`config.mk`:
```
export PLATFORM = sky130hd
export DESIGN_NAME = id_stage_ctl_gen
export DESIGN_NICKNAME = d
export VERILOG_FILES = /design/src/rtl/id_pkg.sv /design/src/rtl/id_fwd_mux.sv /design/src/rtl/id_stage_ctl_gen.sv
export SDC_FILE = /design/constraint.sdc
export NUM_CORES = 1
export LEC_CHECK = 0
export ABC_AREA = 0
export CAP_MARGIN = 10
export CORE_AREA = 4 4 163 165
export DETAILED_ROUTE_END_ITERATION = 10
export DIE_AREA = 0 0 167 169
export GPL_TIMING_DRIVEN = 0
export PLACE_DENSITY = 0.7
export SETUP_SLACK_MARGIN = 0.2
export SYNTH_ARGS = -nofsm -noshare
export SYNTH_HDL_FRONTEND = slang
export SYNTH_SLANG_ARGS = --single-unit
```
`constraint.sdc`:
```
create_clock -name clk -period 7.8 [get_ports clk]
set_input_delay 1.56 -clock clk [delete_from_list [all_inputs] [get_ports clk]]
set_output_delay 1.56 -clock clk [all_outputs]
set_load 0.05 [all_outputs]
```
`src/rtl/id_pkg.sv`:
```
// Shared decode-stage definitions: opcode/funct constants, ID FSM states, bubble word.
package id_pkg;

  localparam logic [5:0] OP_RTYPE = 6'b000000;
  localparam logic [5:0] OP_J     = 6'b000010;
  localparam logic [5:0] OP_JAL   = 6'b000011;
  localparam logic [5:0] OP_BEQ   = 6'b000100;
  localparam logic [5:0] OP_BNE   = 6'b000101;
  localparam logic [5:0] OP_ANDI  = 6'b001100;
  localparam logic [5:0] OP_ORI   = 6'b001101;
  localparam logic [5:0] OP_XORI  = 6'b001110;
  localparam logic [5:0] FN_JR    = 6'b001000;

  localparam logic [31:0] INST_NOP = '0;

  typedef enum logic [1:0] {
    RUN   = 2'd0,
    STALL = 2'd1,
    KILL  = 2'd2
  } id_state_e;

endpackage

```
`src/rtl/id_fwd_mux.sv`:
```
// Operand forwarding mux: select 0 or any select above NFWD returns the
// register-file value, select k returns forwarding slice k-1.
module id_fwd_mux #(
  parameter  int XLEN = 32,
  parameter  int NFWD = 3,
  localparam int SELW = $clog2(NFWD + 1)
) (
  input  logic [XLEN-1:0]      rf,
  input  logic [NFWD*XLEN-1:0] fwd_data,
  input  logic [SELW-1:0]      sel,
  output logic [XLEN-1:0]      q
);

  // Pick the forwarding slice matching sel, default to register-file data
  always_comb begin
    q = rf;
    for (int unsigned k = 1; k <= NFWD; k++) begin
      if (sel == SELW'(k)) q = fwd_data[(k-1)*XLEN +: XLEN];
    end
  end

endmodule

```
`src/rtl/id_stage_ctl_gen.sv`:
```
// Decode stage: IF/ID register with stall/flush, operand forwarding, branch
// and jump resolution, IF redirect and selectable squash / delay-slot policy.
// Optional build macro ID_PERF_CNT_EN adds saturating performance counters.
module id_stage_ctl_gen
  import id_pkg::*;
#(
  parameter  int XLEN      = 32,
  parameter  int NFWD      = 3,
  parameter  int BR_MODE   = 0,
  parameter  int WORD_ADDR = 0,
  localparam int SELW      = $clog2(NFWD + 1)
) (
  input  logic                 clk,
  input  logic                 rst,
  input  logic [31:0]          if_inst,
  input  logic [XLEN-1:0]      if_pc4,
  input  logic                 if_valid,
  input  logic                 ext_flush,
  input  logic                 ld_stall,
  input  logic [XLEN-1:0]      rf_a,
  input  logic [XLEN-1:0]      rf_b,
  input  logic [NFWD*XLEN-1:0] fwd_data,
  input  logic [SELW-1:0]      fwd_sel_a,
  input  logic [SELW-1:0]      fwd_sel_b,
  output logic [31:0]          id_inst,
  output logic [XLEN-1:0]      id_pc4,
  output logic                 id_valid,
  output logic [XLEN-1:0]      id_a,
  output logic [XLEN-1:0]      id_b,
  output logic [XLEN-1:0]      id_imm,
  output logic                 redirect,
  output logic [XLEN-1:0]      redirect_pc,
  output logic                 if_hold
`ifdef ID_PERF_CNT_EN
  ,
  output logic [31:0]          perf_stall,
  output logic [31:0]          perf_kill,
  output logic [31:0]          perf_taken
`endif
);

  localparam int BR_SHIFT = (WORD_ADDR != 0) ? 0 : 2;
  localparam bit SQUASH   = (BR_MODE == 0);

  id_state_e       state;
  logic [5:0]      opcode;
  logic [5:0]      funct;
  logic            taken;
  logic            squash;
  logic [XLEN-1:0] br_target;
  logic [XLEN-1:0] j_target;

  assign opcode = id_inst[31:26];
  assign funct  = id_inst[5:0];

  id_fwd_mux #(.XLEN(XLEN), .NFWD(NFWD)) u_fwd_a (
    .rf(rf_a), .fwd_data(fwd_data), .sel(fwd_sel_a), .q(id_a)
  );

  id_fwd_mux #(.XLEN(XLEN), .NFWD(NFWD)) u_fwd_b (
    .rf(rf_b), .fwd_data(fwd_data), .sel(fwd_sel_b), .q(id_b)
  );

  // Immediate extension: logical immediates zero-extend, all others sign-extend
  always_comb begin
    if (opcode == OP_ANDI || opcode == OP_ORI || opcode == OP_XORI)
      id_imm = {{(XLEN-16){1'b0}}, id_inst[15:0]};
    else
      id_imm = {{(XLEN-16){id_inst[15]}}, id_inst[15:0]};
  end

  assign br_target = id_pc4 + (id_imm << BR_SHIFT);

  if (WORD_ADDR != 0) begin : g_jw
    assign j_target = {id_pc4[XLEN-1:26], id_inst[25:0]};
  end else begin : g_jb
    assign j_target = {id_pc4[XLEN-1:28], id_inst[25:0], 2'b00};
  end

  // Resolve branch/jump condition and select the matching target
  always_comb begin
    taken       = 1'b0;
    redirect_pc = br_target;
    case (opcode)
      OP_BEQ: taken = (id_a == id_b);
      OP_BNE: taken = (id_a != id_b);
      OP_J, OP_JAL: begin
        taken       = 1'b1;
        redirect_pc = j_target;
      end
      OP_RTYPE: begin
        if (funct == FN_JR) begin
          taken       = 1'b1;
          redirect_pc = id_a;
        end
      end
      default: ;
    endcase
  end

  // KILL always holds an invalid bubble, so the state term only reinforces id_valid
  assign redirect = taken & id_valid & (state != KILL) & ~ld_stall & ~ext_flush;
  assign if_hold  = ld_stall & ~ext_flush;
  assign squash   = redirect & SQUASH;

  // IF/ID register and control-hazard FSM, flush > stall > squash > load
  always_ff @(posedge clk or posedge rst) begin
    if (rst) begin
      id_inst  <= INST_NOP;
      id_pc4   <= '1;
      id_valid <= 1'b0;
      state    <= RUN;
    end else if (ext_flush) begin
      id_inst  <= INST_NOP;
      id_valid <= 1'b0;
      state    <= RUN;
    end else if (ld_stall) begin
      state    <= STALL;
    end else if (squash) begin
      id_inst  <= INST_NOP;
      id_valid <= 1'b0;
      state    <= KILL;
    end else begin
      id_inst  <= if_inst;
      id_pc4   <= if_pc4;
      id_valid <= if_valid;
      state    <= RUN;
    end
  end

`ifdef ID_PERF_CNT_EN
  // Saturating event counters for stall cycles, squashes and taken transfers
  always_ff @(posedge clk or posedge rst) begin
    if (rst) begin
      perf_stall <= '0;
      perf_kill  <= '0;
      perf_taken <= '0;
    end else begin
      if (if_hold && perf_stall != '1)            perf_stall <= perf_stall + 32'd1;
      if (squash && !ext_flush && perf_kill != '1) perf_kill  <= perf_kill + 32'd1;
      if (redirect && perf_taken != '1)           perf_taken <= perf_taken + 32'd1;
    end
  end
`endif

endmodule
```
==> results of run 1 <==
## kinds of logic (layout without fill, tap and decap cells)
logic type	after synthesis	after routing	synth area share
AO/OA/AOI/OAI	173	173	0.180
multiplexers	96	96	0.282
AND/OR/NAND/NOR	88	88	0.0658
buffers and inverters	73	515	0.0687
flip-flops	67	67	0.263
XOR/XNOR	61	61	0.0819
adder cells (fa/ha/maj)	30	30	0.0587
other	0	1	0
## worst max-delay path by stage
stage	from	endpoint	slack (ns)	cells after the start
global placement	fwd_sel_a[1]	redirect	0.45	11
global route	fwd_sel_a[1]	redirect	0.27	11
CTS	fwd_sel_a[1]	redirect	0.40	11
detailed placement	fwd_sel_a[1]	redirect	0.42	11
finish	fwd_sel_a[1]	redirect	0.33	11
floorplan	id_inst[27]	redirect_pc[29]	1.77	11
## cell usage after synthesis, types with 2 or more instances
cell / number
sky130_fd_sc_hd__a31oi_1: 2
sky130_fd_sc_hd__buf_6: 5
sky130_fd_sc_hd__mux2_4: 10
sky130_fd_sc_hd__a22o_1: 33
sky130_fd_sc_hd__dfstp_2: 32
sky130_fd_sc_hd__a22oi_1: 28
sky130_fd_sc_hd__xnor2_1: 46
sky130_fd_sc_hd__nand4_1: 8
sky130_fd_sc_hd__nor2_1: 19
sky130_fd_sc_hd__buf_4: 34
sky130_fd_sc_hd__nand2_1: 26
sky130_fd_sc_hd__inv_1: 6
sky130_fd_sc_hd__a211oi_1: 5
sky130_fd_sc_hd__o21a_1: 6
sky130_fd_sc_hd__dfrtp_1: 35
sky130_fd_sc_hd__nand3_1: 7
sky130_fd_sc_hd__nor3_1: 8
sky130_fd_sc_hd__ha_1: 29
sky130_fd_sc_hd__buf_2: 7
sky130_fd_sc_hd__a21oi_1: 24
sky130_fd_sc_hd__o211ai_1: 2
sky130_fd_sc_hd__nand2b_1: 4
sky130_fd_sc_hd__mux2_2: 15
sky130_fd_sc_hd__buf_1: 7
sky130_fd_sc_hd__a221o_1: 2
sky130_fd_sc_hd__a21o_1: 17
sky130_fd_sc_hd__o21ai_0: 47
sky130_fd_sc_hd__or2_2: 2
sky130_fd_sc_hd__nor4b_1: 2
sky130_fd_sc_hd__xor2_1: 15
sky130_fd_sc_hd__mux4_2: 64
sky130_fd_sc_hd__mux2_1: 7
sky130_fd_sc_hd__nor2b_1: 2
sky130_fd_sc_hd__o31ai_1: 2
sky130_fd_sc_hd__nor4_1: 4
sky130_fd_sc_hd__and3_1: 3
sky130_fd_sc_hd__clkbuf_1: 14
## sequential cells by signal, summed over array words and instances (netlist names)
signal,count
id_pc4,32
state,2
id_valid,1
id_inst,32
## final cells by class
cell class	count	area [um2]
Antenna cell	1	2.50
Buffer	67	425
Clock buffer	9	225
Clock inverter	7	101
Fill cell	2387	13500
Inverter	6	25.0
Multi-Input combinational cell	448	4360
Sequential cell	67	1720
Tap cell	330	413
Timing Repair Buffer	426	4280
## critical path, stage by stage
cell	delay, ns
sky130_fd_sc_hd__clkdlybuf4s50_1	0.55
sky130_fd_sc_hd__buf_1	0.86
sky130_fd_sc_hd__mux4_2	0.48
sky130_fd_sc_hd__xnor2_1	0.32
sky130_fd_sc_hd__nand4_1	0.32
sky130_fd_sc_hd__nor4_1	0.25
sky130_fd_sc_hd__nand2_1	0.17
sky130_fd_sc_hd__xnor2_1	0.18
sky130_fd_sc_hd__a21oi_1	0.14
sky130_fd_sc_hd__nor3_2	0.20
sky130_fd_sc_hd__clkdlybuf4s50_1	0.86
## per-stage QoR
stage / std cells / worst slack, ns
finish: 1361 / 0.328
global route: 1361 / 0.268
floorplan: 588 / 1.77
global placement: 1343 / 0.450
detailed placement: 1343 / 0.418
CTS: 1359 / 0.398
## layout by cell type, fill, tap and decap left out, types with 17 or more instances in the layout
| cell type | count |
|---|---|
| sky130_fd_sc_hd__nor2_1 | 19 |
| sky130_fd_sc_hd__xnor2_1 | 46 |
| sky130_fd_sc_hd__a21oi_1 | 24 |
| sky130_fd_sc_hd__o21ai_0 | 47 |
| sky130_fd_sc_hd__mux4_2 | 64 |
| sky130_fd_sc_hd__dfstp_2 | 32 |
| sky130_fd_sc_hd__ha_1 | 29 |
| sky130_fd_sc_hd__clkdlybuf4s50_1 | 425 |
| sky130_fd_sc_hd__a22o_1 | 33 |
| sky130_fd_sc_hd__a21o_1 | 17 |
| sky130_fd_sc_hd__a22oi_1 | 28 |
| sky130_fd_sc_hd__nand2_1 | 26 |
| sky130_fd_sc_hd__dfrtp_1 | 35 |
| sky130_fd_sc_hd__buf_4 | 34 |
## metal layers
layer / GRT usage / wire length [um]
met5: 0 / 20
met4: 0.0800 / 1190
met3: 0.0530 / 2740
met2: 0.421 / 17600
met1: 0.293 / 13700
## report_power, final
| part | switching, mW | total [mW] | internal, mW |
|---|---|---|---|
| clock | 0.174 | 0.456 | 0.282 |
| combinational | 0.836 | 1.37 | 0.533 |
| sequential | 0.0442 | 0.446 | 0.402 |
==> impl_summary.log, run 1 <==
[metrics] register-to-register setup slack: ~5 ns
[metrics] Critical R2R Launch: id_inst[31]
[metrics] leading area contributor after synthesis: sky130_fd_sc_hd__mux4_2
[metrics] initial antenna violation count: 2
[metrics] Rel. slew slack: 0.243
[metrics] Synth Warn #: 0
[metrics] transition time of the tightest slew-check pin: roughly 1.1 ns
[metrics] routed wire length: 35,200 um
[metrics] later-pin clock latency in the skew report: about 0.35 ns
[metrics] post-synthesis cell area: about 0.0065 mm2
[metrics] row cnt: between 50 and 60
[metrics] worst supply voltage drop on vdd: between 100 and 150 uV
[metrics] H-tree depth: 3
[metrics] R2R cell count: 9
[metrics] kind of critical path: in2out
[metrics] Area Growth Syn to Fin: 77.0%
[metrics] maximum capacitance violations: 0
[metrics] half-perimeter wire length after placement: around 30,000 um
[metrics] leading register cell type out of synthesis: sky130_fd_sc_hd__dfrtp_1
[metrics] count of routing violations after the opening detailed-route iteration: between 500 and 600
[metrics] Critical Path Fanout Max: 10
[metrics] number of cells on the worst hold path: 1
[metrics] maximum achievable frequency: 134 MHz
[metrics] vias post-DR: a little over 7,000
[metrics] final sum of negative setup slack: 0 ns
[metrics] area share of the largest cell type after synthesis: 0.221
[metrics] setup repair after global routing missed its margin: no
[metrics] clock root buffer master: sky130_fd_sc_hd__clkbuf_16
[metrics] number of global-route vias before repair: about 7,400
[metrics] startpoint type of the worst setup path: primary input
[metrics] post-synthesis sequential area ratio: 0.263
[metrics] FF+latch count, synth: 67
[metrics] net count of the finished layout: ~1,300
[metrics] remaining number of nets flagged by the antenna check after routing: 0
[metrics] effective utilization at floorplan: 0.261
[metrics] port bufs: between 400 and 500
[metrics] cell area after layout: around 0.012 mm2
[metrics] maximum clock path buffer count: 2
[metrics] area enclosed by the die boundary: about 0.028 mm2
[metrics] final critical path time including I/O delays and setup: around 7.5 ns
[metrics] CP endpoint kind: output pin
[metrics] Util after Layout: 0.461
[metrics] leakage power: between 4 and 5 nW
[metrics] height of the chip: ~170 um
[metrics] number of nets produced by synthesis: 851
[metrics] largest cells by area after synthesis: sky130_fd_sc_hd__mux4_2 (22%), sky130_fd_sc_hd__dfrtp_1 (13%), sky130_fd_sc_hd__dfstp_2 (13%)
[metrics] CTS tree: yes
[metrics] final hold violation count: 0
[metrics] Avg WL per Cell: around 26 um
[metrics] post-CTS clock slew at the launch and capture registers of the worst setup and hold paths: 0.06 ns
[metrics] pin count of the biggest net entering global routing: just under 70
[metrics] Post-Route Skew: around 0.0090 ns
[metrics] wire length of the first global-routing pass: approximately 50,000 um
[metrics] portion of the clock cycle consumed by the worst path in the final layout: 0.958
[metrics] classification of the worst-slack hold path: reg2reg
[metrics] detailed-route DRC error count: 0
[metrics] Placement Cell Area: between 0.01 and 0.015 mm2
[metrics] synthesized instance count: ~600
[metrics] Gates resized, CTS repair: 0
[metrics] distinct cell type count of the synthesized netlist: 46
[metrics] required time worst endpoint: roughly 6.2 ns
[metrics] share of post-route cells with drive strength above 1: 0.183
[metrics] count of endpoints failing setup in the final report: 0
[metrics] r2r endpoint: id_pc4[4]
[metrics] remaining global-route overflow: 0
[metrics] PD cells: between 150 and 200 mW/mm2
[metrics] number of buffers created by CTS: 9
[metrics] Post-synth EDFFs: 0
[metrics] global-route usage over all layers: 0.240
[metrics] sink count of the clock tree: 67
[metrics] outcome: finished clean
[metrics] WHS: roughly 0.53 ns
[metrics] Max Slew Vio Count: 0
[metrics] overall power consumption: around 2.3 mW
[metrics] share of async-settable or async-resettable flops after synthesis: 1.00
[metrics] 1st-pass router iterations: 5
[metrics] gp weighted congestion: between 0.9 and 1
[metrics] die boundary width: roughly 170 um
[metrics] number of post-CTS setup repair buffers: 0
[metrics] Min-Delay Endpoint: id_inst[20]
[metrics] Synth Area per Inst: ~11 um2
[metrics] data arrival time at the worst-slack endpoint: 5.91 ns
[metrics] Via-to-Cell Ratio: between 5 and 6
[metrics] hold buffer count at cts: 0
[metrics] IO Pins: 428
[metrics] area of the placeable core: around 0.025 mm2
[metrics] startpoint of the worst hold path: id_inst[20]
(Power assumes the default switching activity.)
==> inputs of run 2 (changes only) <==
--- a/config.mk
+++ b/config.mk
@@ -13,6 +13,7 @@
 export GPL_TIMING_DRIVEN = 0
 export PLACE_DENSITY = 0.7
 export SETUP_SLACK_MARGIN = 0.2
+export SLEW_MARGIN = 20
 export SYNTH_ARGS = -nofsm -noshare
 export SYNTH_HDL_FRONTEND = slang
 export SYNTH_SLANG_ARGS = --single-unit
==> impl_summary.log, run 2 (same netlist as run 1, synthesis figures left out) <==
[metrics] number of buffers created by CTS: 9
[metrics] transition time of the tightest slew-check pin: between 1 and 1.5 ns
[metrics] data arrival time at the worst-slack endpoint: 5.76 ns
[metrics] Via-to-Cell Ratio: 5.25
[metrics] port bufs: roughly 430
[metrics] PD cells: about 190 mW/mm2
[metrics] Critical Path Fanout Max: 10
[metrics] wire length of the first global-routing pass: ~50,000 um
[metrics] routed wire length: ~35,000 um
[metrics] number of placed instances with taps included: approximately 1,300
[metrics] detailed-route DRC error count: 0
[metrics] overall power consumption: 2.24 mW
[metrics] share of post-route cells with drive strength above 1: 0.185
[metrics] worst supply voltage drop on vdd: 112 uV
[metrics] number of global-route vias before repair: 7,286
[metrics] startpoint type of the worst setup path: primary input
[metrics] sink count of the clock tree: 67
[metrics] Avg WL per Cell: 26.0 um
[metrics] count of endpoints failing setup in the final report: 0
[metrics] setup repair after global routing missed its margin: no
[metrics] most frequent cells in the layout: sky130_fd_sc_hd__clkdlybuf4s50_1 (425), sky130_fd_sc_hd__mux4_2 (64), sky130_fd_sc_hd__o21ai_0 (47), sky130_fd_sc_hd__xnor2_1 (46), sky130_fd_sc_hd__dfrtp_1 (35)
[metrics] pin count of the biggest net entering global routing: 48
[metrics] Placement Cell Area: between 0.01 and 0.015 mm2
[metrics] classification of the worst-slack hold path: reg2reg
[metrics] remaining global-route overflow: 0
[metrics] area enclosed by the die boundary: 0.0282 mm2
[metrics] Max Slew Vio Count: 0
[metrics] net count of the finished layout: about 1,300
[metrics] half-perimeter wire length after placement: around 30,000 um
[metrics] kind of critical path: in2out
[metrics] final critical path time including I/O delays and setup: around 7.3 ns
[metrics] final hold violation count: 0
[metrics] hold buffer count at cts: 0
[metrics] post-route insts no fill: approximately 1,400
[metrics] required time worst endpoint: about 6.2 ns
[metrics] outcome: finished clean
[metrics] most common cell after layout, fill and taps aside: sky130_fd_sc_hd__clkdlybuf4s50_1
[metrics] Gates resized, CTS repair: 0
[metrics] portion of the clock cycle consumed by the worst path in the final layout: 0.938
[metrics] post-CTS clock slew at the launch and capture registers of the worst setup and hold paths: ~0.060 ns
[metrics] CTS tree: yes
[metrics] area of the placeable core: about 0.025 mm2
[metrics] cell area after layout: roughly 0.012 mm2
[metrics] leakage power: 4.48 nW
[metrics] CP endpoint kind: output pin
[metrics] later-pin clock latency in the skew report: approximately 0.34 ns
[metrics] maximum capacitance violations: 0
[metrics] initial antenna violation count: 3
[metrics] maximum achievable frequency: between 100 and 150 MHz
[metrics] IO Pins: between 400 and 500
[metrics] count of routing violations after the opening detailed-route iteration: about 460
[metrics] maximum clock path buffer count: 2
[metrics] number of post-CTS setup repair buffers: 0
[metrics] H-tree depth: 3
[metrics] clock root buffer master: sky130_fd_sc_hd__clkbuf_16
[metrics] Area Growth Syn to Fin: 76.8%
[metrics] height of the chip: 169 um
[metrics] largest registers: id_inst (32), id_pc4 (32), state (2)
[metrics] effective utilization at floorplan: 0.261
[metrics] Post-Route Skew: between 0.009 and 0.01 ns
[metrics] gp weighted congestion: slightly above 0.9
[metrics] global-route usage over all layers: 0.241
[metrics] final sum of negative setup slack: 0 ns
[metrics] row cnt: slightly below 60
[metrics] 1st-pass router iterations: 5
[metrics] remaining number of nets flagged by the antenna check after routing: 0
[metrics] vias post-DR: slightly above 7,000
[metrics] die boundary width: around 170 um
[metrics] Rel. slew slack: 0.291
run 2: cell types whose count changed in the layout (fill, tap and decap cells not counted), sizes merged:
cell,previous run,this run
diode,1,2
clkinv,2,4
clkinvlp,2,1
buf,54,53
bufinv,2,1
clkbuf,23,24
run 2: metal layers:
layer | up-vias | part of all wire | global-route usage
met4 | 2 | 0.037 | 0.0957
met2 | 420 | 0.49 | 0.414
met1 | 3510 | 0.39 | 0.292
met5 | - | 0.00057 | 0
li1 | 3159 | - | -
met3 | 63 | 0.079 | 0.0546
run 2: worst max-delay path: stages:
cell	delay, ns
sky130_fd_sc_hd__clkdlybuf4s50_1	0.58
sky130_fd_sc_hd__clkbuf_1	0.82
sky130_fd_sc_hd__mux4_2	0.44
sky130_fd_sc_hd__xnor2_1	0.27
sky130_fd_sc_hd__nand4_1	0.32
sky130_fd_sc_hd__nor4_1	0.25
sky130_fd_sc_hd__nand2_1	0.15
sky130_fd_sc_hd__xnor2_1	0.17
sky130_fd_sc_hd__a21oi_1	0.14
sky130_fd_sc_hd__nor3_2	0.17
sky130_fd_sc_hd__clkdlybuf4s50_1	0.86
run 2: where the power goes:
| part | switching, mW | total [mW] | internal [mW] | leakage, nW |
|---|---|---|---|---|
| combinational | 0.838 | 1.37 | 0.533 | 3.53 |
| clock | 0.171 | 0.421 | 0.250 | 0.146 |
| sequential | 0.0439 | 0.446 | 0.402 | 0.802 |
| total | 1.05 | 2.24 | 1.18 | 4.48 |
run 2: final timing paths:
check / slack (ns) / startpoint / to / cells past startpoint
min in group asynchronous: 1.54 / rst / id_inst[30] / 2
worst min-delay path: 0.53 / id_inst[20] / id_inst[20] / 1
worst max-delay path: 0.48 / fwd_sel_b[1] / redirect / 11
worst min register to register: 0.53 / id_inst[20] / id_inst[20] / 1
max in group asynchronous: 5.65 / rst / id_pc4[22] / 3
worst max register to register: 5.10 / id_inst[1] / id_pc4[15] / 9
run 2: through the flow:
stage	setup slack, ns	hold WS, ns	util
final	0.484	0.534	0.461
after global routing	0.331	0.563	0.461
after CTS	0.337	0.542	0.460
after detailed placement	0.354	0.529	0.448
after global placement	0.450	0.521	0.447
after floorplan	1.77	0.548	-
run 2: final cells by class:
type	instances	area [um2]
multi-input combinational	448	4360
clock buffer	9	225
antenna	2	5.00
inverter	6	25.0
buffer	67	427
tap	330	413
clock inverter	7	77.6
timing repair buffer	426	4280
sequential	67	1720
fill	2369	13500
